[config.mk]
export PLATFORM = sky130hd
export DESIGN_NAME = hazard_control_unit_flat
export DESIGN_NICKNAME = d
export VERILOG_FILES = /design/src/rtl/hazard_control_unit_if.sv /design/src/rtl/hazard_control_unit.sv /design/src/flat_wrapper.sv
export SDC_FILE = /design/constraint.sdc
export NUM_CORES = 1
export LEC_CHECK = 0
export CORE_AREA = 2 2 90 58
export DETAILED_ROUTE_END_ITERATION = 10
export DIE_AREA = 0 0 92 60
export MAX_ROUTING_LAYER = met4
export PLACE_DENSITY = 0.84
export SYNTH_ARGS = -nofsm -noshare
export SYNTH_HDL_FRONTEND = slang
export SYNTH_SLANG_ARGS = --single-unit
[constraint.sdc]
create_clock -name CLK -period 1.9 [get_ports CLK]
set_clock_uncertainty 0.05 [all_clocks]
set_input_delay 0.19 -clock CLK [delete_from_list [all_inputs] [get_ports CLK]]
set_output_delay 0.19 -clock CLK [all_outputs]
set_load 0.02 [all_outputs]
[src/rtl/hazard_control_unit_if.sv]
// Bundles the hazard controller's pipeline-facing signals.
// The slave modport is the controller's view; master is the pipeline/driver view.
interface hazard_control_unit_if #(
  parameter int unsigned CNT_W = 16
);
  logic             ID_Jump;
  logic             ID_Branch;
  logic [4:0]       ID_Rs;
  logic [4:0]       ID_Rt;
  logic             UseShamt;
  logic             UseImmed;
  logic             EX_MemRead;
  logic [4:0]       EX_Rw;
  logic             EX_BranchTaken;
  logic             PCWrite;
  logic             IFWrite;
  logic             IFFlush;
  logic             Bubble;
  logic [1:0]       AddrSel;
  logic [CNT_W-1:0] StallCycles;
  logic [CNT_W-1:0] FlushCycles;

  modport slave (
    input  ID_Jump, ID_Branch, ID_Rs, ID_Rt, UseShamt, UseImmed,
           EX_MemRead, EX_Rw, EX_BranchTaken,
    output PCWrite, IFWrite, IFFlush, Bubble, AddrSel, StallCycles, FlushCycles
  );

  modport master (
    output ID_Jump, ID_Branch, ID_Rs, ID_Rt, UseShamt, UseImmed,
           EX_MemRead, EX_Rw, EX_BranchTaken,
    input  PCWrite, IFWrite, IFFlush, Bubble, AddrSel, StallCycles, FlushCycles
  );
endinterface

[src/rtl/hazard_control_unit.sv]
// Load-use stall, jump/branch redirect and IF/ID flush control for the 5-stage MIPS pipe,
// with saturating stall/flush cycle counters for performance debug.
module hazard_control_unit #(
  parameter int unsigned CNT_W = 16
) (
  input  logic                  CLK,
  input  logic                  Reset_L,
  hazard_control_unit_if.slave  bus
);

  typedef enum logic {
    S_IDLE    = 1'b0,
    S_BR_WAIT = 1'b1
  } state_t;

  state_t           state_q, state_d;
  logic [CNT_W-1:0] stall_cnt_q, stall_cnt_d;
  logic [CNT_W-1:0] flush_cnt_q, flush_cnt_d;

  logic       rs_hit, rt_hit, load_use;
  logic       stall_evt;
  logic       pc_write, if_write, if_flush, bubble;
  logic [1:0] addr_sel;

  always_comb begin
    rs_hit   = (bus.EX_Rw == bus.ID_Rs) && !bus.UseShamt;
    rt_hit   = (bus.EX_Rw == bus.ID_Rt) && !bus.UseImmed;
    load_use = bus.EX_MemRead && (bus.EX_Rw != '0) && (rs_hit || rt_hit);
  end

  // Defaults are the stall/reset values; each branch of the decode only lists what differs.
  always_comb begin
    pc_write  = 1'b0;
    if_write  = 1'b0;
    if_flush  = 1'b0;
    bubble    = 1'b1;
    addr_sel  = 2'b00;
    stall_evt = 1'b0;
    state_d   = state_q;
    if (!Reset_L) begin
      state_d = S_IDLE;
    end else begin
      unique case (state_q)
        S_IDLE: begin
          if (load_use) begin
            stall_evt = 1'b1;
          end else if (bus.ID_Jump) begin
            pc_write = 1'b1;
            if_write = 1'b1;
            if_flush = 1'b1;
            bubble   = 1'b0;
            addr_sel = 2'b01;
          end else if (bus.ID_Branch) begin
            if_write = 1'b1;
            if_flush = 1'b1;
            bubble   = 1'b0;
            state_d  = S_BR_WAIT;
          end else begin
            pc_write = 1'b1;
            if_write = 1'b1;
            bubble   = 1'b0;
          end
        end
        S_BR_WAIT: begin
          pc_write = 1'b1;
          if_write = 1'b1;
          bubble   = 1'b0;
          state_d  = S_IDLE;
          if (bus.EX_BranchTaken) begin
            if_flush = 1'b1;
            addr_sel = 2'b10;
          end
        end
        default: state_d = S_IDLE;
      endcase
    end
  end

  always_comb begin
    stall_cnt_d = stall_cnt_q;
    flush_cnt_d = flush_cnt_q;
    if (stall_evt && (stall_cnt_q != '1)) stall_cnt_d = stall_cnt_q + CNT_W'(1);
    if (if_flush && (flush_cnt_q != '1)) flush_cnt_d = flush_cnt_q + CNT_W'(1);
  end

  always_ff @(posedge CLK) begin
    if (!Reset_L) begin
      state_q     <= S_IDLE;
      stall_cnt_q <= '0;
      flush_cnt_q <= '0;
    end else begin
      state_q     <= state_d;
      stall_cnt_q <= stall_cnt_d;
      flush_cnt_q <= flush_cnt_d;
    end
  end

  assign bus.PCWrite     = pc_write;
  assign bus.IFWrite     = if_write;
  assign bus.IFFlush     = if_flush;
  assign bus.Bubble      = bubble;
  assign bus.AddrSel     = addr_sel;
  assign bus.StallCycles = stall_cnt_q;
  assign bus.FlushCycles = flush_cnt_q;

endmodule
[src/flat_wrapper.sv]
// flat-port wrapper written by rule: the top's interface ports become plain ports
module hazard_control_unit_flat 
#(
  parameter int unsigned CNT_W = 16
)
  (CLK, Reset_L, bus_ID_Jump, bus_ID_Branch, bus_ID_Rs, bus_ID_Rt, bus_UseShamt, bus_UseImmed, bus_EX_MemRead, bus_EX_Rw, bus_EX_BranchTaken, bus_PCWrite, bus_IFWrite, bus_IFFlush, bus_Bubble, bus_AddrSel, bus_StallCycles, bus_FlushCycles);
  hazard_control_unit_if #(.CNT_W(CNT_W)) bus_i ();
  input  logic CLK;
  input  logic Reset_L;
  input wire logic [$bits(bus_i.ID_Jump)-1:0] bus_ID_Jump;
  input wire logic [$bits(bus_i.ID_Branch)-1:0] bus_ID_Branch;
  input wire logic [$bits(bus_i.ID_Rs)-1:0] bus_ID_Rs;
  input wire logic [$bits(bus_i.ID_Rt)-1:0] bus_ID_Rt;
  input wire logic [$bits(bus_i.UseShamt)-1:0] bus_UseShamt;
  input wire logic [$bits(bus_i.UseImmed)-1:0] bus_UseImmed;
  input wire logic [$bits(bus_i.EX_MemRead)-1:0] bus_EX_MemRead;
  input wire logic [$bits(bus_i.EX_Rw)-1:0] bus_EX_Rw;
  input wire logic [$bits(bus_i.EX_BranchTaken)-1:0] bus_EX_BranchTaken;
  output wire logic [$bits(bus_i.PCWrite)-1:0] bus_PCWrite;
  output wire logic [$bits(bus_i.IFWrite)-1:0] bus_IFWrite;
  output wire logic [$bits(bus_i.IFFlush)-1:0] bus_IFFlush;
  output wire logic [$bits(bus_i.Bubble)-1:0] bus_Bubble;
  output wire logic [$bits(bus_i.AddrSel)-1:0] bus_AddrSel;
  output wire logic [$bits(bus_i.StallCycles)-1:0] bus_StallCycles;
  output wire logic [$bits(bus_i.FlushCycles)-1:0] bus_FlushCycles;
  assign bus_i.ID_Jump = bus_ID_Jump;
  assign bus_i.ID_Branch = bus_ID_Branch;
  assign bus_i.ID_Rs = bus_ID_Rs;
  assign bus_i.ID_Rt = bus_ID_Rt;
  assign bus_i.UseShamt = bus_UseShamt;
  assign bus_i.UseImmed = bus_UseImmed;
  assign bus_i.EX_MemRead = bus_EX_MemRead;
  assign bus_i.EX_Rw = bus_EX_Rw;
  assign bus_i.EX_BranchTaken = bus_EX_BranchTaken;
  assign bus_PCWrite = bus_i.PCWrite;
  assign bus_IFWrite = bus_i.IFWrite;
  assign bus_IFFlush = bus_i.IFFlush;
  assign bus_Bubble = bus_i.Bubble;
  assign bus_AddrSel = bus_i.AddrSel;
  assign bus_StallCycles = bus_i.StallCycles;
  assign bus_FlushCycles = bus_i.FlushCycles;
  hazard_control_unit #(.CNT_W(CNT_W)) u_core (.CLK(CLK), .Reset_L(Reset_L), .bus(bus_i));
endmodule
Yosys cells after proc, flatten, opt, wreduce, memory -nomap -nowiden. Index checks and enable logic that the tools add are counted.

Bits in registers: 33. Input bits: 23. Output and inout port bits: 38. Logic and storage cells: 47.

Add/sub/neg operators: 2. Equal/unequal tests: 4. Muxes and demuxes: 27. Bitwise operators: 1. Reductions and logical operators: 10.

Operators with widths (count): 16-bit by 1-bit adder with 16-bit output (second input constant) (2); 16-bit inequality test (second input constant) (2); 1-bit two-way mux (18); 5-bit equality test (2); 1-bit case mux with 2 select lines (5); 1-bit logical AND (6); 2-bit two-way mux (3); 5-bit nonzero test (1); 2-bit case mux with 2 select lines (1); 1-bit logical NOT (2); 1-bit logical OR (1); 1-bit NOT (1).

Longest topological paths before layout. Gate-level depths: netlist of run 1.

Word-level depth: 8. Gate-level depth with buffers: 8.

Worst setup path before layout of run 1. No wires, ideal clock.

Kind: input to output. Start point: input bus_EX_Rw[3]. End point: output bus_IFWrite. Arrival: 1.939 ns. Path slack: -0.279 ns. Stages on the path: 6. Cells stage by stage: xor2_1 nor4_2 a22oi_2 or2_2 o21ai_0 inv_1.

Word-level cells in the longest chain between the ends: 7.

Ends and longest elaborated chain: from (decl) (line flat_wrapper.sv:17) `input wire logic [$bits(bus_i.EX_Rw)-1:0] bus_EX_Rw;`; 5-bit equality test (on tied branches) (line hazard_control_unit.sv:26, hazard_control_unit.sv:27); 1-bit logical AND (on tied branches) (line hazard_control_unit.sv:26, hazard_control_unit.sv:27); 1-bit logical OR (line hazard_control_unit.sv:28) `load_use = bus.EX_MemRead && (bus.EX_Rw != '0) && (rs_hit || rt_hit);`; 1-bit logical AND * (line hazard_control_unit.sv:28); 1-bit two-way mux * (line hazard_control_unit.sv:45) `if (load_use) begin`; 1-bit case mux with 2 select lines * (line hazard_control_unit.sv:43) `unique case (state_q)`; 1-bit two-way mux * (line hazard_control_unit.sv:40) `if (!Reset_L) begin`; to (decl) (line flat_wrapper.sv:20) `output wire logic [$bits(bus_i.IFWrite)-1:0] bus_IFWrite;`.

Mark *: on every way between the ends. The rest lies on a longest branch, timed or not.

Worst setup path in the final report of run 1.
Start point: register u_core.stall_cnt_q[1] (netlist: u_core.bus.StallCycles[1]). End point: register u_core.stall_cnt_q[6] (netlist: u_core.bus.StallCycles[6]).

Word-level cells in the longest chain between the ends: 2.

Ends and longest elaborated chain: from (decl) (line hazard_control_unit.sv:17) `logic [CNT_W-1:0] stall_cnt_q, stall_cnt_d;`; from (signal assigned) (line hazard_control_unit.sv:93) `stall_cnt_q <= stall_cnt_d;`; parallel branches: the longest is 2 deep, another holds 16-bit by 1-bit adder with 16-bit output.

Several ways; the timed one is not identified. A chain may end at the register's enable or synchronous reset.

==> impl_metrics.ini, run 1 <==
[synthesis]
synth_top_area_share_pct = 35.53
synth_warnings = 0
avgSynthCellArea_um2 = 8.300
ys_top_cells_by_area = dfxtp_1 36%, mux2i_1 7.0%, nand2_1 6.7%
netlist_area_um2 = 1859
syn_nets = 249
yosys_most_used_dff = dfxtp_1
ys_ff_latch = 33
yosysTopAreaCell = dfxtp_1
syn_inst = 224
yosys-top-cells-count = 33 x dfxtp_1, 33 x nand2_1, 13 x a21oi_1, 13 x mux2i_1, 13 x nor2_1
synth_edf_count = 0
ys_seq_area_share_pct = 35.53
synth_async_sr_flop_share_pct = 0
synth.distinct_cells = 41

[setup_path]
cp-startpoint = u_core.bus.StallCycles[1]$_SDFFE_PN0P_
reg2reg_to = u_core.bus.StallCycles[6]$_SDFFE_PN0P_
critPathCapture = u_core.bus.StallCycles[6]$_SDFFE_PN0P_
regToRegSetupSlack_ps = -30
reg2reg_depth = 6
required_ps = 2080
reg2reg_from = u_core.bus.StallCycles[1]$_SDFFE_PN0P_
crit_path_end_kind = flip-flop
start_kind = flip-flop
crit_type = flip-flop to flip-flop
arrival_ps = 2100
crit_path_max_fanout = 6

[power_and_ir_drop]
switching_power_w = 0.0004945
combinationalPowerShare_pct = 20.2
powerDensity_nw_per_um2 = 592.9
p_seq_share_pct = 41.0
p_int_w = 0.001325
vdd_drop_max_mv = 0.5261
p_leak_nw = 1.229
p_sw_share_pct = 27.18
clkPwrFrac_pct = 38.8

[clock_tree]
clock-root-buffer = clkbuf_8
cts.sinks = 33
numCtsBuffers = 5
max-clock-path-buffers = 2
cts_tree = built
cts_max_level = 2
path_clk_slew_ps = 80
holdBufCountCts = 0
clk_latency_ps = 290

[timing]
fmaxAchievable_mhz = 519.4
slew_headroom_pct = 78.14
finalSetupViolations = 1
holdWs_ps = 437.5
tightestPinTransition_ps = 325.0
rsz0062_at_grt = yes
period_needed_ps = 1925
setup_slack_ps = -25.32
hold_viol_final = 0
finalCritPeriodShare_pct = 101.3
drv_slew = 0

[layout]
finalNetCount = 357
area_growth_pct = 65.07
drive_gt1_share_pct = 33.03
fillCellCount = 409
fin_area_um2 = 3069
finalNonFillerCells = 399
diodes = 0

[placement]
place.detailed.hpwl_mm = 4.177
pre_cts_slack_ps = -764.8
dp_cells = 387
port_buffers = 60
placed_area_um2 = 2869
routabilityCongestion = 0.8231

[global_routing]
grt_pass1_wl_mm = 9.632
grt_remaining_overflow = 0
grt_max_degree = 26
grt_pass1_vias = 2076
grt_usage_pct = 22.86
antenna_found_initial = 0

[floorplan]
row_count = 20
initial_core_util_pct = 39.11
die_height_um = 60
die_w_um = 92
io_pins = 61
die_area_um2 = 5520
coreArea_um2 = 4755

[route]
first_iter_violations = 173
drt_pass1_iterations = 4
drc = 0
routed-wl-met2_mm = 2.737
highest_layer = met4
met3_length_um = 468
routed_wl_mm = 6.041
avgViaCountPerCell = 5.256
vias = 2097
postRouteAntennaNets = 0
wl_per_cell_um = 15.14
met1_length_mm = 2.709

[hold_path]
worstHoldPathType = flip-flop to flip-flop

[run_status]
status = finished, violations left
violations = negative setup slack

[job]
max_cap_violations = 0
[how the worst min path moves through the flow]
stage | startpoint | end | slack, ps | cells after the start
floorplan | bus_ID_Branch | u_core.state_q$_SDFF_PP0_ | 290 | 2
global placement | u_core.bus.FlushCycles[8]$_SDFFE_PN0P_ | u_core.bus.FlushCycles[8]$_SDFFE_PN0P_ | 420 | 2
detailed placement | u_core.bus.FlushCycles[6]$_SDFFE_PN0P_ | u_core.bus.FlushCycles[6]$_SDFFE_PN0P_ | 420 | 1
CTS | u_core.bus.FlushCycles[6]$_SDFFE_PN0P_ | u_core.bus.FlushCycles[6]$_SDFFE_PN0P_ | 440 | 1
global route | u_core.bus.FlushCycles[6]$_SDFFE_PN0P_ | u_core.bus.FlushCycles[6]$_SDFFE_PN0P_ | 450 | 1
finish | u_core.bus.FlushCycles[6]$_SDFFE_PN0P_ | u_core.bus.FlushCycles[6]$_SDFFE_PN0P_ | 440 | 1
[per-layer routing]
| layer | global-route usage, % | vias to the layer above |
|---|---|---|
| met5 | - | - |
| met4 | 7.889 | 0 |
| met3 | 5.044 | 13 |
| met2 | 36.97 | 79 |
| met1 | 28.80 | 972 |
| li1 | - | 1033 |
[through the flow]
step            power, W  TNS (ps)  util [%]
2_1_floorplan  0.0009206    -160.5         -
3_3_place_gp    0.001102    -17450     60.34
6_report        0.001820    -25.32     64.55
4_1_cts         0.001824         0     63.76
3_5_place_dp    0.001122    -19800     60.34
5_1_grt         0.001895    -301.7     64.55
[layout by cell type, fill, tap and decap left out, types with 8 or more instances in the layout]
| cell | synthesis | routed |
|---|---|---|
| buf_4 | 0 | 46 |
| dfxtp_1 | 33 | 24 |
| dfxtp_2 | 0 | 8 |
| nand2_1 | 33 | 32 |
| nor2_1 | 13 | 9 |
| a21oi_1 | 13 | 12 |
| clkdlybuf4s50_1 | 0 | 38 |
| mux2i_1 | 13 | 13 |
| nand2b_1 | 11 | 9 |
| buf_2 | 0 | 12 |
| xor2_1 | 10 | 9 |
| nand4_1 | 11 | 11 |
[critical path, stage by stage, from the launching register on]
cell	delay, ps
dfxtp_2	350
ha_4	150
nand3_4	100
buf_6	130
or4_4	560
or3_1	400
a21oi_2	120
[timing repair]
item / CTS / global route
gates resized for setup: 84 / 11
endpoints found under the setup margin: 37 / 20
pin swaps: 23 / 2
buffers inserted: 3 / 1
[state kept, by name, summed over array words and instances (netlist names)]
register,flops
u_core.bus.FlushCycles,16
u_core.bus.StallCycles,16
u_core.state_q,1
[cell families (layout without fill, tap and decap cells)]
group | after synthesis | after routing | share of synthesized area [%]
AO/OA/AOI/OAI | 40 | 40 | 15.01
XOR/XNOR | 12 | 12 | 5.653
adder cells (fa/ha/maj) | 2 | 2 | 1.346
buffers and inverters | 15 | 124 | 3.432
flip-flops | 33 | 33 | 35.53
multiplexers | 13 | 13 | 6.998
AND/OR/NAND/NOR | 109 | 109 | 32.03
[area by class of cell]
| class | instances | area (um^2) | share of cell area [%] |
|---|---|---|---|
| Sequential cell | 33 | 674.4 | 21.97 |
| Clock inverter | 2 | 37.54 | 1.223 |
| Tap cell | 66 | 82.58 | 2.691 |
| Multi-Input combinational cell | 176 | 1255 | 40.89 |
| Clock buffer | 6 | 82.58 | 2.691 |
| Timing Repair Buffer | 109 | 910.9 | 29.68 |
| Inverter | 7 | 26.28 | 0.8561 |
[power by group through the flow]
stage	logic, W	registers, W	clock network, W
final	0.000368	0.000746	0.000706
after global routing	0.000400	0.000751	0.000745
after CTS	0.000363	0.000743	0.000718
after detailed placement	0.000363	0.000759	0
after global placement	0.000348	0.000754	0
after floorplan	0.000137	0.000784	0
(Power assumes the default switching activity.)
==> run 2, diff against run 1 <==
--- a/config.mk
+++ b/config.mk
@@ -10,6 +10,7 @@
 export DIE_AREA = 0 0 92 60
 export MAX_ROUTING_LAYER = met4
 export PLACE_DENSITY = 0.84
+export REMOVE_ABC_BUFFERS = 1
 export SYNTH_ARGS = -nofsm -noshare
 export SYNTH_HDL_FRONTEND = slang
 export SYNTH_SLANG_ARGS = --single-unit
==> impl_metrics.ini, run 2 (synthesized netlist as in run 1, its figures left out) <==
[run_status]
status = finished, violations left
violations = negative setup slack

[hold_path]
hold_start = u_core.bus.FlushCycles[4]$_SDFFE_PN0P_
worstHoldPathCells = 1
holdPathEnd = u_core.bus.FlushCycles[4]$_SDFFE_PN0P_
worstHoldPathType = flip-flop to flip-flop

[power_and_ir_drop]
powerDensity_nw_per_um2 = 529.9
p_sw_share_pct = 29.66
finalPower_w = 0.001690
p_int_w = 0.001189
clkPwrFrac_pct = 31.4
p_seq_share_pct = 43.5
switching_power_w = 0.0005011
vdd_drop_max_mv = 0.2370
combinationalPowerShare_pct = 25.1
p_leak_nw = 1.301

[global_routing]
grt_max_degree = 16
grt_usage_pct = 24.52
grt_remaining_overflow = 0
grt_pass1_vias = 2194
antenna_found_initial = 0
grt_pass1_wl_mm = 10.24

[clock_tree]
cts.sinks = 33
clk_latency_ps = 290
cts_max_level = 2
max-clock-path-buffers = 2
cts_tree = built
path_clk_slew_ps = 80
clock-root-buffer = clkbuf_8
numCtsBuffers = 5
holdBufCountCts = 0

[setup_path]
reg2reg_from = u_core.state_q$_SDFF_PP0_
arrival_ps = 2090
crit_type = primary input to flip-flop
reg2reg_to = u_core.bus.FlushCycles[9]$_SDFFE_PN0P_
required_ps = 2060
crit_path_max_fanout = 8
reg2reg_depth = 7
start_kind = primary input
regToRegSetupSlack_ps = 20
cp-startpoint = bus_EX_Rw[1]
crit_path_end_kind = flip-flop

[floorplan]
die_height_um = 60
coreArea_um2 = 4755
die_area_um2 = 5520
io_pins = 61
die_w_um = 92
initial_core_util_pct = 39.11
row_count = 20

[route]
drt_pass1_iterations = 4
vias = 2231
postRouteAntennaNets = 0
wl_per_cell_um = 15.06
avgViaCountPerCell = 5.389
routed_wl_mm = 6.234
drc = 0
first_iter_violations = 127

[layout]
fillCellCount = 370
finalNetCount = 372
diodes = 0
area_growth_pct = 71.53
final_common_cell = buf_4
layout_common_cells = 60 x buf_4, 37 x clkdlybuf4s50_1, 32 x nand2_1
drive_gt1_share_pct = 35.34

[placement]
routabilityCongestion = 0.8380
place.detailed.hpwl_mm = 4.210
pre_cts_slack_ps = -863.7
port_buffers = 60

[timing]
rsz0062_at_grt = yes
setup_slack_ps = -30.22
fmaxAchievable_mhz = 518.1
slew_headroom_pct = 77.47
hold_viol_final = 0
drv_slew = 0
period_needed_ps = 1930
finalCritPeriodShare_pct = 101.6
tightestPinTransition_ps = 335.1
finalSetupViolations = 2

[job]
max_cap_violations = 0
run 2: cell count changes in the layout (fill, tap and decap cells not counted), moves of 4 or more:
cell,before,now
buf_2,12,7
buf_4,46,60
dfxtp_1,24,29
dfxtp_2,8,4
run 2: power groups by stage:
stage	clock network, W	logic [W]	registers [W]
after floorplan	0	0.000120	0.000785
after detailed placement	0	0.000391	0.000749
after global placement	0	0.000383	0.000747
after global routing	0.000562	0.000459	0.000740
after CTS	0.000535	0.000404	0.000734
final	0.000530	0.000424	0.000735
run 2: stage by stage:
stage | util, % | cells | cell area [um^2] | TNS (ps) | hold WS, ps
floorplan | - | 216 | 1822 | -1066 | 262.9
global placement | 61.79 | 398 | 2938 | -19100 | 425.0
detailed placement | 61.79 | 398 | 2938 | -20270 | 436.7
CTS | 65.71 | 414 | 3124 | -20.13 | 447.0
global route | 67.08 | 414 | 3189 | -249.5 | 479.2
finish | 67.08 | 414 | 3189 | -35.40 | 455.1
run 2: critical path: stages:
cell and delay, ps:
buf_8 100, or4_4 550, o21ai_4 160, buf_6 120, a21o_4 130, a21oi_4 50
buf_12 140, or4_1 510, a21oi_1 130
run 2: layout make-up:
type	instances	area [um^2]	share of cell area (%)
clock inverters	2	10.01	0.3138
multi-input cells	176	1260	39.51
inverters	7	26.28	0.8239
repair buffers	124	1072	33.62
well taps	66	82.58	2.589
clock buffers	6	72.57	2.275
flip-flops and latches	33	665.6	20.87
run 2: worst max path at each step:
stage                                                  end  slack [ps]  cells past startpoint
detailed placement                              bus_Bubble        -860                      7
floorplan                                      bus_IFWrite        -280                      6
CTS                 u_core.bus.FlushCycles[9]$_SDFFE_PN0P_         -20                      9
finish              u_core.bus.FlushCycles[9]$_SDFFE_PN0P_         -30                      9
global placement                                bus_Bubble        -810                      7
global route        u_core.bus.FlushCycles[9]$_SDFFE_PN0P_         -70                      9
run 2: routing by layer:
metal  vias up  global-route usage (%)  wire length [um]
li1       1061                       -                 -
met1      1075                   30.18              2770
met3        11                   5.296               384
met5         -                       -                 0
met4         0                   6.183                69
met2        84                   41.81              3009
run 2: timing repair:
item	in CTS	in global routing
endpoints found under the setup margin	37	32
gates resized for setup	92	30
setup buffers	8	1
pin swaps	23	17
